## config.mk

```make
export PLATFORM = sky130hd
export DESIGN_NAME = spi_bus_arbiter_flat
export DESIGN_NICKNAME = d
export VERILOG_FILES = /design/src/rtl/spi_bus_arbiter_if.sv /design/src/rtl/spi_bus_arbiter.sv /design/src/flat_wrapper.sv
export SDC_FILE = /design/constraint.sdc
export NUM_CORES = 1
export LEC_CHECK = 0
export CAP_MARGIN = 40
export CORE_UTILIZATION = 43
export CTS_BUF_LIST = sky130_fd_sc_hd__clkbuf_8
export CTS_CLUSTER_SIZE = 8
export DETAILED_ROUTE_END_ITERATION = 10
export PLACE_DENSITY = 0.87
export SLEW_MARGIN = 20
export SYNTH_ARGS = -nofsm -noshare
export SYNTH_HDL_FRONTEND = slang
export SYNTH_SLANG_ARGS = --single-unit
```

## constraint.sdc

```tcl
create_clock -name clk -period 2.5 [get_ports clk]
set_clock_uncertainty 0.05 [all_clocks]
set_input_delay 0.5 -clock clk [delete_from_list [all_inputs] [get_ports clk]]
set_output_delay 0.5 -clock clk [all_outputs]
set_load 0.02 [all_outputs]
```

## src/rtl/spi_bus_arbiter_if.sv

```systemverilog
// spi_bus_arbiter_if
// Bundles the three sides of the SPI bus arbiter: the instruction fetch port
// (i_*), the data access port (d_*) and the SPI engine command/response
// port (spi_*).
//   master : the arbiter's view (takes requests, drives readies and engine commands)
//   slave  : the environment's view (CPU ports plus the SPI engine)
interface spi_bus_arbiter_if;
   // instruction fetch port
   logic        i_req;
   logic [23:0] i_addr;
   logic        i_ready;
   logic [31:0] i_rdata;
   // data access port
   logic        d_req;
   logic        d_we;
   logic [23:0] d_addr;
   logic [1:0]  d_size;
   logic [31:0] d_wdata;
   logic        d_ready;
   logic [31:0] d_rdata;
   logic        d_err;
   // SPI engine port
   logic        spi_start;
   logic        spi_sel;
   logic        spi_we;
   logic [23:0] spi_addr;
   logic [2:0]  spi_len;
   logic [31:0] spi_wdata;
   logic        spi_done;
   logic [31:0] spi_rdata;
   logic        spi_abort;

   modport master (
      input  i_req, i_addr, d_req, d_we, d_addr, d_size, d_wdata, spi_done, spi_rdata,
      output i_ready, i_rdata, d_ready, d_rdata, d_err,
             spi_start, spi_sel, spi_we, spi_addr, spi_len, spi_wdata, spi_abort
   );

   modport slave (
      output i_req, i_addr, d_req, d_we, d_addr, d_size, d_wdata, spi_done, spi_rdata,
      input  i_ready, i_rdata, d_ready, d_rdata, d_err,
             spi_start, spi_sel, spi_we, spi_addr, spi_len, spi_wdata, spi_abort
   );
endinterface

```

## src/rtl/spi_bus_arbiter.sv

```systemverilog
// spi_bus_arbiter
// Shares one SPI engine between an instruction fetch port (flash, spi_sel=0)
// and a data port (RAM, spi_sel=1). Data normally wins; after STARVE_LIMIT
// consecutive data grants with a fetch waiting, the fetch wins once.
// A transaction that sees no spi_done within TIMEOUT_CYCLES of spi_start is
// aborted and completes with zero data and d_err.
// Ports:
//   clk   : clock, rising edge
//   rst_n : asynchronous active-low reset
//   bus   : spi_bus_arbiter_if.master (i_*, d_*, spi_* signals)
module spi_bus_arbiter #(
   parameter int STARVE_LIMIT   = 4,
   parameter int TIMEOUT_CYCLES = 1024
) (
   input  logic                 clk,
   input  logic                 rst_n,
   spi_bus_arbiter_if.master    bus
);

   localparam int SW_RAW = $clog2(STARVE_LIMIT + 1);
   localparam int SW     = (SW_RAW < 3) ? 3 : SW_RAW;
   localparam int TW     = $clog2(TIMEOUT_CYCLES + 1);

   typedef enum logic [1:0] {IDLE, ISSUE, WAIT, RESP} state_t;

   state_t        state_reg, state_next;
   logic          sel_reg, sel_next;
   logic          we_reg, we_next;
   logic [23:0]   addr_reg, addr_next;
   logic [2:0]    len_reg, len_next;
   logic [31:0]   wdata_reg, wdata_next;
   logic [31:0]   rdata_reg, rdata_next;
   logic          err_reg, err_next;
   logic [SW-1:0] starve_reg, starve_next;
   logic [TW-1:0] tmo_reg, tmo_next;
   logic          abort;

   always_ff @(posedge clk or negedge rst_n) begin
      if (!rst_n) begin
         state_reg  <= IDLE;
         sel_reg    <= 1'b0;
         we_reg     <= 1'b0;
         addr_reg   <= '0;
         len_reg    <= '0;
         wdata_reg  <= '0;
         rdata_reg  <= '0;
         err_reg    <= 1'b0;
         starve_reg <= '0;
         tmo_reg    <= '0;
      end else begin
         state_reg  <= state_next;
         sel_reg    <= sel_next;
         we_reg     <= we_next;
         addr_reg   <= addr_next;
         len_reg    <= len_next;
         wdata_reg  <= wdata_next;
         rdata_reg  <= rdata_next;
         err_reg    <= err_next;
         starve_reg <= starve_next;
         tmo_reg    <= tmo_next;
      end
   end

   always_comb begin
      state_next  = state_reg;
      sel_next    = sel_reg;
      we_next     = we_reg;
      addr_next   = addr_reg;
      len_next    = len_reg;
      wdata_next  = wdata_reg;
      rdata_next  = rdata_reg;
      err_next    = err_reg;
      starve_next = starve_reg;
      tmo_next    = tmo_reg;
      abort       = 1'b0;

      case (state_reg)
         IDLE: begin
            tmo_next = '0;
            err_next = 1'b0;
            // no fetch waiting: nothing is being starved
            if (!bus.i_req)
               starve_next = '0;
            if (bus.i_req && (starve_reg == SW'(STARVE_LIMIT) || !bus.d_req)) begin
               state_next  = ISSUE;
               sel_next    = 1'b0;
               we_next     = 1'b0;
               addr_next   = bus.i_addr;
               len_next    = 3'd4;
               wdata_next  = '0;
               starve_next = '0;
            end else if (bus.d_req) begin
               state_next = ISSUE;
               sel_next   = 1'b1;
               we_next    = bus.d_we;
               addr_next  = bus.d_addr;
               wdata_next = bus.d_wdata;
               case (bus.d_size)
                  2'b00:   len_next = 3'd1;
                  2'b01:   len_next = 3'd2;
                  default: len_next = 3'd4;
               endcase
               // fetch waiting and losing: count towards the starvation limit
               if (bus.i_req && starve_reg != SW'(STARVE_LIMIT))
                  starve_next = starve_reg + SW'(1);
            end
         end
         ISSUE: begin
            tmo_next   = tmo_reg + TW'(1);
            state_next = WAIT;
         end
         WAIT: begin
            // spi_done beats a timeout landing in the same cycle
            if (bus.spi_done) begin
               state_next = RESP;
               if (we_reg)
                  rdata_next = '0;
               else begin
                  case (len_reg)
                     3'd1:    rdata_next = {24'd0, bus.spi_rdata[7:0]};
                     3'd2:    rdata_next = {16'd0, bus.spi_rdata[15:0]};
                     default: rdata_next = bus.spi_rdata;
                  endcase
               end
            end else if (tmo_reg == TW'(TIMEOUT_CYCLES)) begin
               abort      = 1'b1;
               state_next = RESP;
               rdata_next = '0;
               err_next   = 1'b1;
            end else begin
               tmo_next = tmo_reg + TW'(1);
            end
         end
         RESP: begin
            tmo_next   = '0;
            state_next = IDLE;
         end
         default: state_next = IDLE;
      endcase
   end

   assign bus.spi_start = (state_reg == ISSUE);
   assign bus.spi_sel   = sel_reg;
   assign bus.spi_we    = we_reg;
   assign bus.spi_addr  = addr_reg;
   assign bus.spi_len   = len_reg;
   assign bus.spi_wdata = wdata_reg;
   assign bus.spi_abort = abort;

   // read data is only presented alongside its ready pulse
   assign bus.i_ready = (state_reg == RESP) && !sel_reg;
   assign bus.d_ready = (state_reg == RESP) && sel_reg;
   assign bus.i_rdata = bus.i_ready ? rdata_reg : 32'd0;
   assign bus.d_rdata = bus.d_ready ? rdata_reg : 32'd0;
   assign bus.d_err   = (state_reg == RESP) && err_reg;

endmodule

```

## src/flat_wrapper.sv

```systemverilog
// flat-port wrapper written by rule: the top's interface ports become plain ports
module spi_bus_arbiter_flat 
#(
   parameter int STARVE_LIMIT   = 4,
   parameter int TIMEOUT_CYCLES = 1024
)
  (clk, rst_n, bus_i_req, bus_i_addr, bus_d_req, bus_d_we, bus_d_addr, bus_d_size, bus_d_wdata, bus_spi_done, bus_spi_rdata, bus_i_ready, bus_i_rdata, bus_d_ready, bus_d_rdata, bus_d_err, bus_spi_start, bus_spi_sel, bus_spi_we, bus_spi_addr, bus_spi_len, bus_spi_wdata, bus_spi_abort);
  spi_bus_arbiter_if bus_i ();
  input  logic clk;
  input  logic rst_n;
  input wire logic [$bits(bus_i.i_req)-1:0] bus_i_req;
  input wire logic [$bits(bus_i.i_addr)-1:0] bus_i_addr;
  input wire logic [$bits(bus_i.d_req)-1:0] bus_d_req;
  input wire logic [$bits(bus_i.d_we)-1:0] bus_d_we;
  input wire logic [$bits(bus_i.d_addr)-1:0] bus_d_addr;
  input wire logic [$bits(bus_i.d_size)-1:0] bus_d_size;
  input wire logic [$bits(bus_i.d_wdata)-1:0] bus_d_wdata;
  input wire logic [$bits(bus_i.spi_done)-1:0] bus_spi_done;
  input wire logic [$bits(bus_i.spi_rdata)-1:0] bus_spi_rdata;
  output wire logic [$bits(bus_i.i_ready)-1:0] bus_i_ready;
  output wire logic [$bits(bus_i.i_rdata)-1:0] bus_i_rdata;
  output wire logic [$bits(bus_i.d_ready)-1:0] bus_d_ready;
  output wire logic [$bits(bus_i.d_rdata)-1:0] bus_d_rdata;
  output wire logic [$bits(bus_i.d_err)-1:0] bus_d_err;
  output wire logic [$bits(bus_i.spi_start)-1:0] bus_spi_start;
  output wire logic [$bits(bus_i.spi_sel)-1:0] bus_spi_sel;
  output wire logic [$bits(bus_i.spi_we)-1:0] bus_spi_we;
  output wire logic [$bits(bus_i.spi_addr)-1:0] bus_spi_addr;
  output wire logic [$bits(bus_i.spi_len)-1:0] bus_spi_len;
  output wire logic [$bits(bus_i.spi_wdata)-1:0] bus_spi_wdata;
  output wire logic [$bits(bus_i.spi_abort)-1:0] bus_spi_abort;
  assign bus_i.i_req = bus_i_req;
  assign bus_i.i_addr = bus_i_addr;
  assign bus_i.d_req = bus_d_req;
  assign bus_i.d_we = bus_d_we;
  assign bus_i.d_addr = bus_d_addr;
  assign bus_i.d_size = bus_d_size;
  assign bus_i.d_wdata = bus_d_wdata;
  assign bus_i.spi_done = bus_spi_done;
  assign bus_i.spi_rdata = bus_spi_rdata;
  assign bus_i_ready = bus_i.i_ready;
  assign bus_i_rdata = bus_i.i_rdata;
  assign bus_d_ready = bus_i.d_ready;
  assign bus_d_rdata = bus_i.d_rdata;
  assign bus_d_err = bus_i.d_err;
  assign bus_spi_start = bus_i.spi_start;
  assign bus_spi_sel = bus_i.spi_sel;
  assign bus_spi_we = bus_i.spi_we;
  assign bus_spi_addr = bus_i.spi_addr;
  assign bus_spi_len = bus_i.spi_len;
  assign bus_spi_wdata = bus_i.spi_wdata;
  assign bus_spi_abort = bus_i.spi_abort;
  spi_bus_arbiter #(.STARVE_LIMIT(STARVE_LIMIT), .TIMEOUT_CYCLES(TIMEOUT_CYCLES)) u_core (.clk(clk), .rst_n(rst_n), .bus(bus_i));
endmodule
```

; Word level (Yosys, flattened, before mapping)
; Index checks and enable logic that the tools add are counted.
[op_classes]
div_mod_pow = 0
mul = 0
addsub = 2
n_mux = 35
n_eq_ne = 14
shift = 0
n_reduce_logical = 19
magnitude_cmp = 0
bitwise_logic = 0
[op_table]
columns = operator, count
row1 = 2-to-1 mux 32 bit, 7
row2 = one-hot mux 32 bit (2 select lines), 1
row3 = 2-to-1 mux 24 bit, 2
row4 = one-hot mux 11 bit (3 select lines), 1
row5 = 2-to-1 mux 11 bit, 2
row6 = 2-to-1 mux 3 bit, 6
row7 = "adder 11 x 1 -> 11 bit, second input constant", 1
row8 = "== test 11 bit, second input constant", 1
row9 = 2-to-1 mux 1 bit, 9
row10 = 2-to-1 mux 2 bit, 4
row11 = one-hot mux 2 bit (4 select lines), 1
row12 = AND reduction 2 bit, 4
row13 = "!= test 3 x 2 -> 1 bit, second input constant", 2
row14 = one-hot mux 3 bit (2 select lines), 1
row15 = nonzero test 2 bit, 3
row16 = logical AND 1 bit, 5
row17 = "== test 2 x 1 -> 1 bit, second input constant", 2
row18 = "== test 2 bit, second input constant", 2
row19 = zero test 2 bit, 2
row20 = "!= test 2 bit, second input constant", 2
row21 = "adder 3 x 1 -> 3 bit, second input constant", 1
row22 = "== test 3 x 1 -> 1 bit, second input constant", 1
row23 = "== test 3 x 2 -> 1 bit, second input constant", 1
row24 = "== test 3 bit, second input constant", 1
row25 = 7 further kinds, 8
[word_totals]
regBits = 110
ramBits = 0
input_bits = 120
latch_bits = 0
rom_bits = 0
n_memories = 0

; Logic depth before layout (Yosys ltp)
; Gate-level depths: netlist of run 1.
[depth]
depth_word = 5
depth_mapped = 8
mapped_depth_nobuf = 6

; Worst setup path after synthesis of run 1
; No wires, ideal clock.
[synth_timing]
path_kind = register -> output
startpoint = register u_core.state_reg[0]
endpoint = output port bus_i_rdata[22]
path_stages_with_launch = 5
setup_slack_ps = 432
arrival_time_ps = 1518
cell_sequence = dfrtp_1 ha_1 nor2b_1 clkbuf_1 and2_1
[synth_via]
elab_chain_cells = 3
[synth_rtl]
columns = element, line
row1 = "start, declared", spi_bus_arbiter.sv:26  ; state_t state_reg, state_next;
row2 = "start signal, assigned", spi_bus_arbiter.sv:51  ; state_reg <= state_next;
row3 = == test 2 bit, spi_bus_arbiter.sv:151  ; assign bus.i_ready = (state_reg == RESP) && !sel_reg;
row4 = logical AND 1 bit, spi_bus_arbiter.sv:151
row5 = named net bus_i_ready, flat_wrapper.sv:20  ; output wire logic [$bits(bus_i.i_ready)-1:0] bus_i_ready;
row6 = 2-to-1 mux 32 bit, spi_bus_arbiter.sv:153  ; assign bus.i_rdata = bus.i_ready ? rdata_reg : 32'd0;
row7 = "end, declared", flat_wrapper.sv:21  ; output wire logic [$bits(bus_i.i_rdata)-1:0] bus_i_rdata;
; The timed path passes the listed nets, and every way through them passes these cells.

; Final worst setup path of run 1
[layout_timing]
startpoint = register u_core.state_reg[0]
endpoint = output port bus_i_rdata[5]
[layout_via]
elab_chain_cells = 3
[layout_rtl]
columns = element, line
row1 = == test 2 bit, spi_bus_arbiter.sv:151
row2 = logical AND 1 bit, spi_bus_arbiter.sv:151
row3 = 2-to-1 mux 32 bit, spi_bus_arbiter.sv:153
; Every way passes these cells.

==> results of run 1 <==
-- routing by layer --
metal  part of all wire  GRT usage  vias up
li1                   -          -     2387
met1               0.39     0.2781     2362
met2               0.50     0.4370      231
met3              0.076    0.05624       28
met4              0.029     0.1184        0
met5                  0          0        -
-- final timing paths --
kind | start | to | cells past startpoint
setup / recovery | u_core.state_reg[0] | bus_i_rdata[5] | 5
hold / removal | u_core.bus.spi_wdata[13] | u_core.bus.spi_wdata[13] | 2
setup reg to reg | u_core.state_reg[0] | u_core.tmo_reg[8] | 7
hold reg to reg | u_core.bus.spi_wdata[13] | u_core.bus.spi_wdata[13] | 2
max in group asynchronous | rst_n | u_core.rdata_reg[19] | 3
min in group asynchronous | rst_n | u_core.bus.spi_wdata[6] | 2
-- logic make-up (layout without fill, tap and decap cells) --
| group | after synthesis | after routing | share of synthesized area |
|---|---|---|---|
| buffers and inverters | 49 | 297 | 0.03993 |
| and+or+nand+nor | 238 | 238 | 0.2193 |
| adders and majority gates | 9 | 9 | 0.02127 |
| AOI/OAI and AO/OA | 119 | 119 | 0.1486 |
| xor gates and xnor gates | 1 | 1 | 0.001654 |
| muxes | 26 | 26 | 0.04939 |
| DFF | 110 | 110 | 0.5198 |
-- cell type report --
| cell class | count | area (µm²) |
|---|---|---|
| multi-input combinational | 393 | 2379 |
| fill | 885 | 3799 |
| timing repair buffer | 269 | 2638 |
| tap | 147 | 183.9 |
| clock inverter | 7 | 91.34 |
| inverter | 12 | 45.04 |
| clock buffer | 9 | 123.9 |
| sequential | 110 | 2753 |
-- metrics by stage --
stage                     TNS [ns]  worst slack (ns)  hold slack, ns  utilization
final                            0           0.08675          0.4357       0.6838
after global placement           0            0.1164          0.3816       0.6710
after CTS                        0          0.007384          0.4420       0.6827
after floorplan                  0            0.4319          0.1544            -
after detailed placement         0           0.08063          0.3845       0.6710
after global routing       -0.8204          -0.04191          0.4630       0.6838
-- worst max-delay path, stage by stage, from the launching register on --
cell             delay (ns)
dfrtp_1                0.41
ha_1                   0.21
nor2b_2                0.21
buf_12                 0.18
and2_1                 0.15
clkdlybuf4s15_1        0.32
-- timing repair --
action                     4_1_cts  5_1_grt
setup endpoints to repair       68       33
resized for setup               73       11
hold endpoints to repair        25        0
hold buffers                     1        0
pin swaps                        0        0
-- cells in the mapped netlist (2+ instances only) --
cell / instances
or3_1: 2
ha_1: 9
and3_1: 34
a41oi_1: 2
dfrtp_1: 110
a21oi_1: 2
o31ai_1: 2
nand3_1: 16
nor2_1: 5
nor3_1: 4
nor2b_1: 3
o41ai_1: 3
a22o_1: 22
o21ai_0: 70
clkbuf_1: 25
nand4_1: 2
o22ai_1: 2
buf_6: 2
o31a_1: 2
buf_2: 10
mux2i_1: 25
inv_1: 11
and2_1: 36
nand2_1: 130
a31oi_1: 2
-- power by group --
| part | leakage [nW] | internal (mW) | switching (mW) |
|---|---|---|---|
| combinational | 2.42 | 1.88 | 2.36 |
| clock | 0.108 | 0.559 | 0.600 |
| sequential | 1.42 | 2.46 | 0.481 |
| total | 3.95 | 4.90 | 3.44 |
==> results.md, run 1 <==
- Status: finished, final reports clean
- Die X: 113.0 µm
- Pwr dens: 1015 nW/µm²
- Mapped cell area: 5295 µm²
- Measured slew at the worst slew-check pin: 0.3720 ns
- Finished Layout Cells: 947
- First-pass GRT wire length: 24.38 mm
- Fin nets: 924
- Design area: 8213 µm²
- Total power: 8.332 mW
- Worst setup EP type: output port
- First-iteration detailed-routing DRC count: 209
- Syn_area_per_cell: 9.593 µm²
- IR drop worst, VDD: 0.6227 mV
- FF+latch count, synth: 110
- I/O pins: 250
- Fin crit share: 0.9653
- Synth Flop Type: dfrtp_1
- Number of max-cap violations: 0
- Area after DPL: 8060 µm²
- Post-synthesis sequential area ratio: 0.5198
- Initial antenna violation count: 0
- LEAKAGE: 3.947 nW
- Vias per cell: 5.288
- DRC: 0
- Root Driver: clkbuf_8
- Cell row count: 40
- Flop2flop setup slack: 0.35 ns
- # H-tree levels: 3
- Arr. time, crit path: 1.86 ns
- Total Routing Usage GR: 0.2452
- DP HPWL: 11.60 mm
- Slew margin rel.: 0.7497
- Most common cell after layout, fill and taps aside: clkdlybuf4s50_1
- CTS sink cnt: 110
- Crit path required time: 1.95 ns
- TritonRoute pass-1 iters: 4
- Clock latency on the worst-skew pair: 0.39 ns
- Area grow syn2layout: 55.10%
- CP Max Fanout: 33
- Drt total wl: 15.27 mm
- IO buf count: 249
- Finish-stage setup viols: 0
- Placed Cells incl. Taps: 930
- Final ANT Viol Nets: 0
- Mean routed wirelength per cell: 16.12 µm
- Final min period: 2.413 ns
- HP Class: reg -> reg
- Initial Utilization: 0.4408
- Synth area leader: dfrtp_1
- GR Overflow Total: 0
- # Post-CTS Setup Buffers: 0
- Clock tree buffer depth: 2
- Most frequent cells in the layout: 180 x clkdlybuf4s50_1, 130 x nand2_1, 110 x dfrtp_1
- Max Fclk: 414.4 MHz
- Fraction of layout cells with a size suffix above 1: 0.06125
- CTS buffer count: 9
- Post-synth top area share: 0.5198
- CP Launch Type: flop
- Largest net degree at the start of global routing: 82
- DR vias: 5008
- Final hold vios: 0
- Die area: 12760 µm²
- Ant diodes: 0
- Final weighted congestion in routability-driven placement: 0.8989
- CTS tree: yes
- Die H: 113.0 µm
- Vias in the first global route: 4987
- Synth unique cells: 46
- EDFF count, synth: 0
- Max-slew violation count: 0
- Core Area: 12010 µm²
- Asr flop ratio synth: 1.000
- Syn nets: 681
- Clock transition at path regs: 0.09 ns
- Synth top area cells: dfrtp_1 52%, nand2_1 9.2%, o21ai_0 6.6%
- Critical path type: reg -> out
- Synthesized netlist cell count: 552
- Yosys warnings: 0
No activity file was read; power rests on OpenSTA's default activity.
==> run 2, diff against run 1 <==
- CTS_CLUSTER_SIZE: 8 -> default
==> results of run 2 <==
No change in the layout: final DEF, timing and power equal those of run 1.
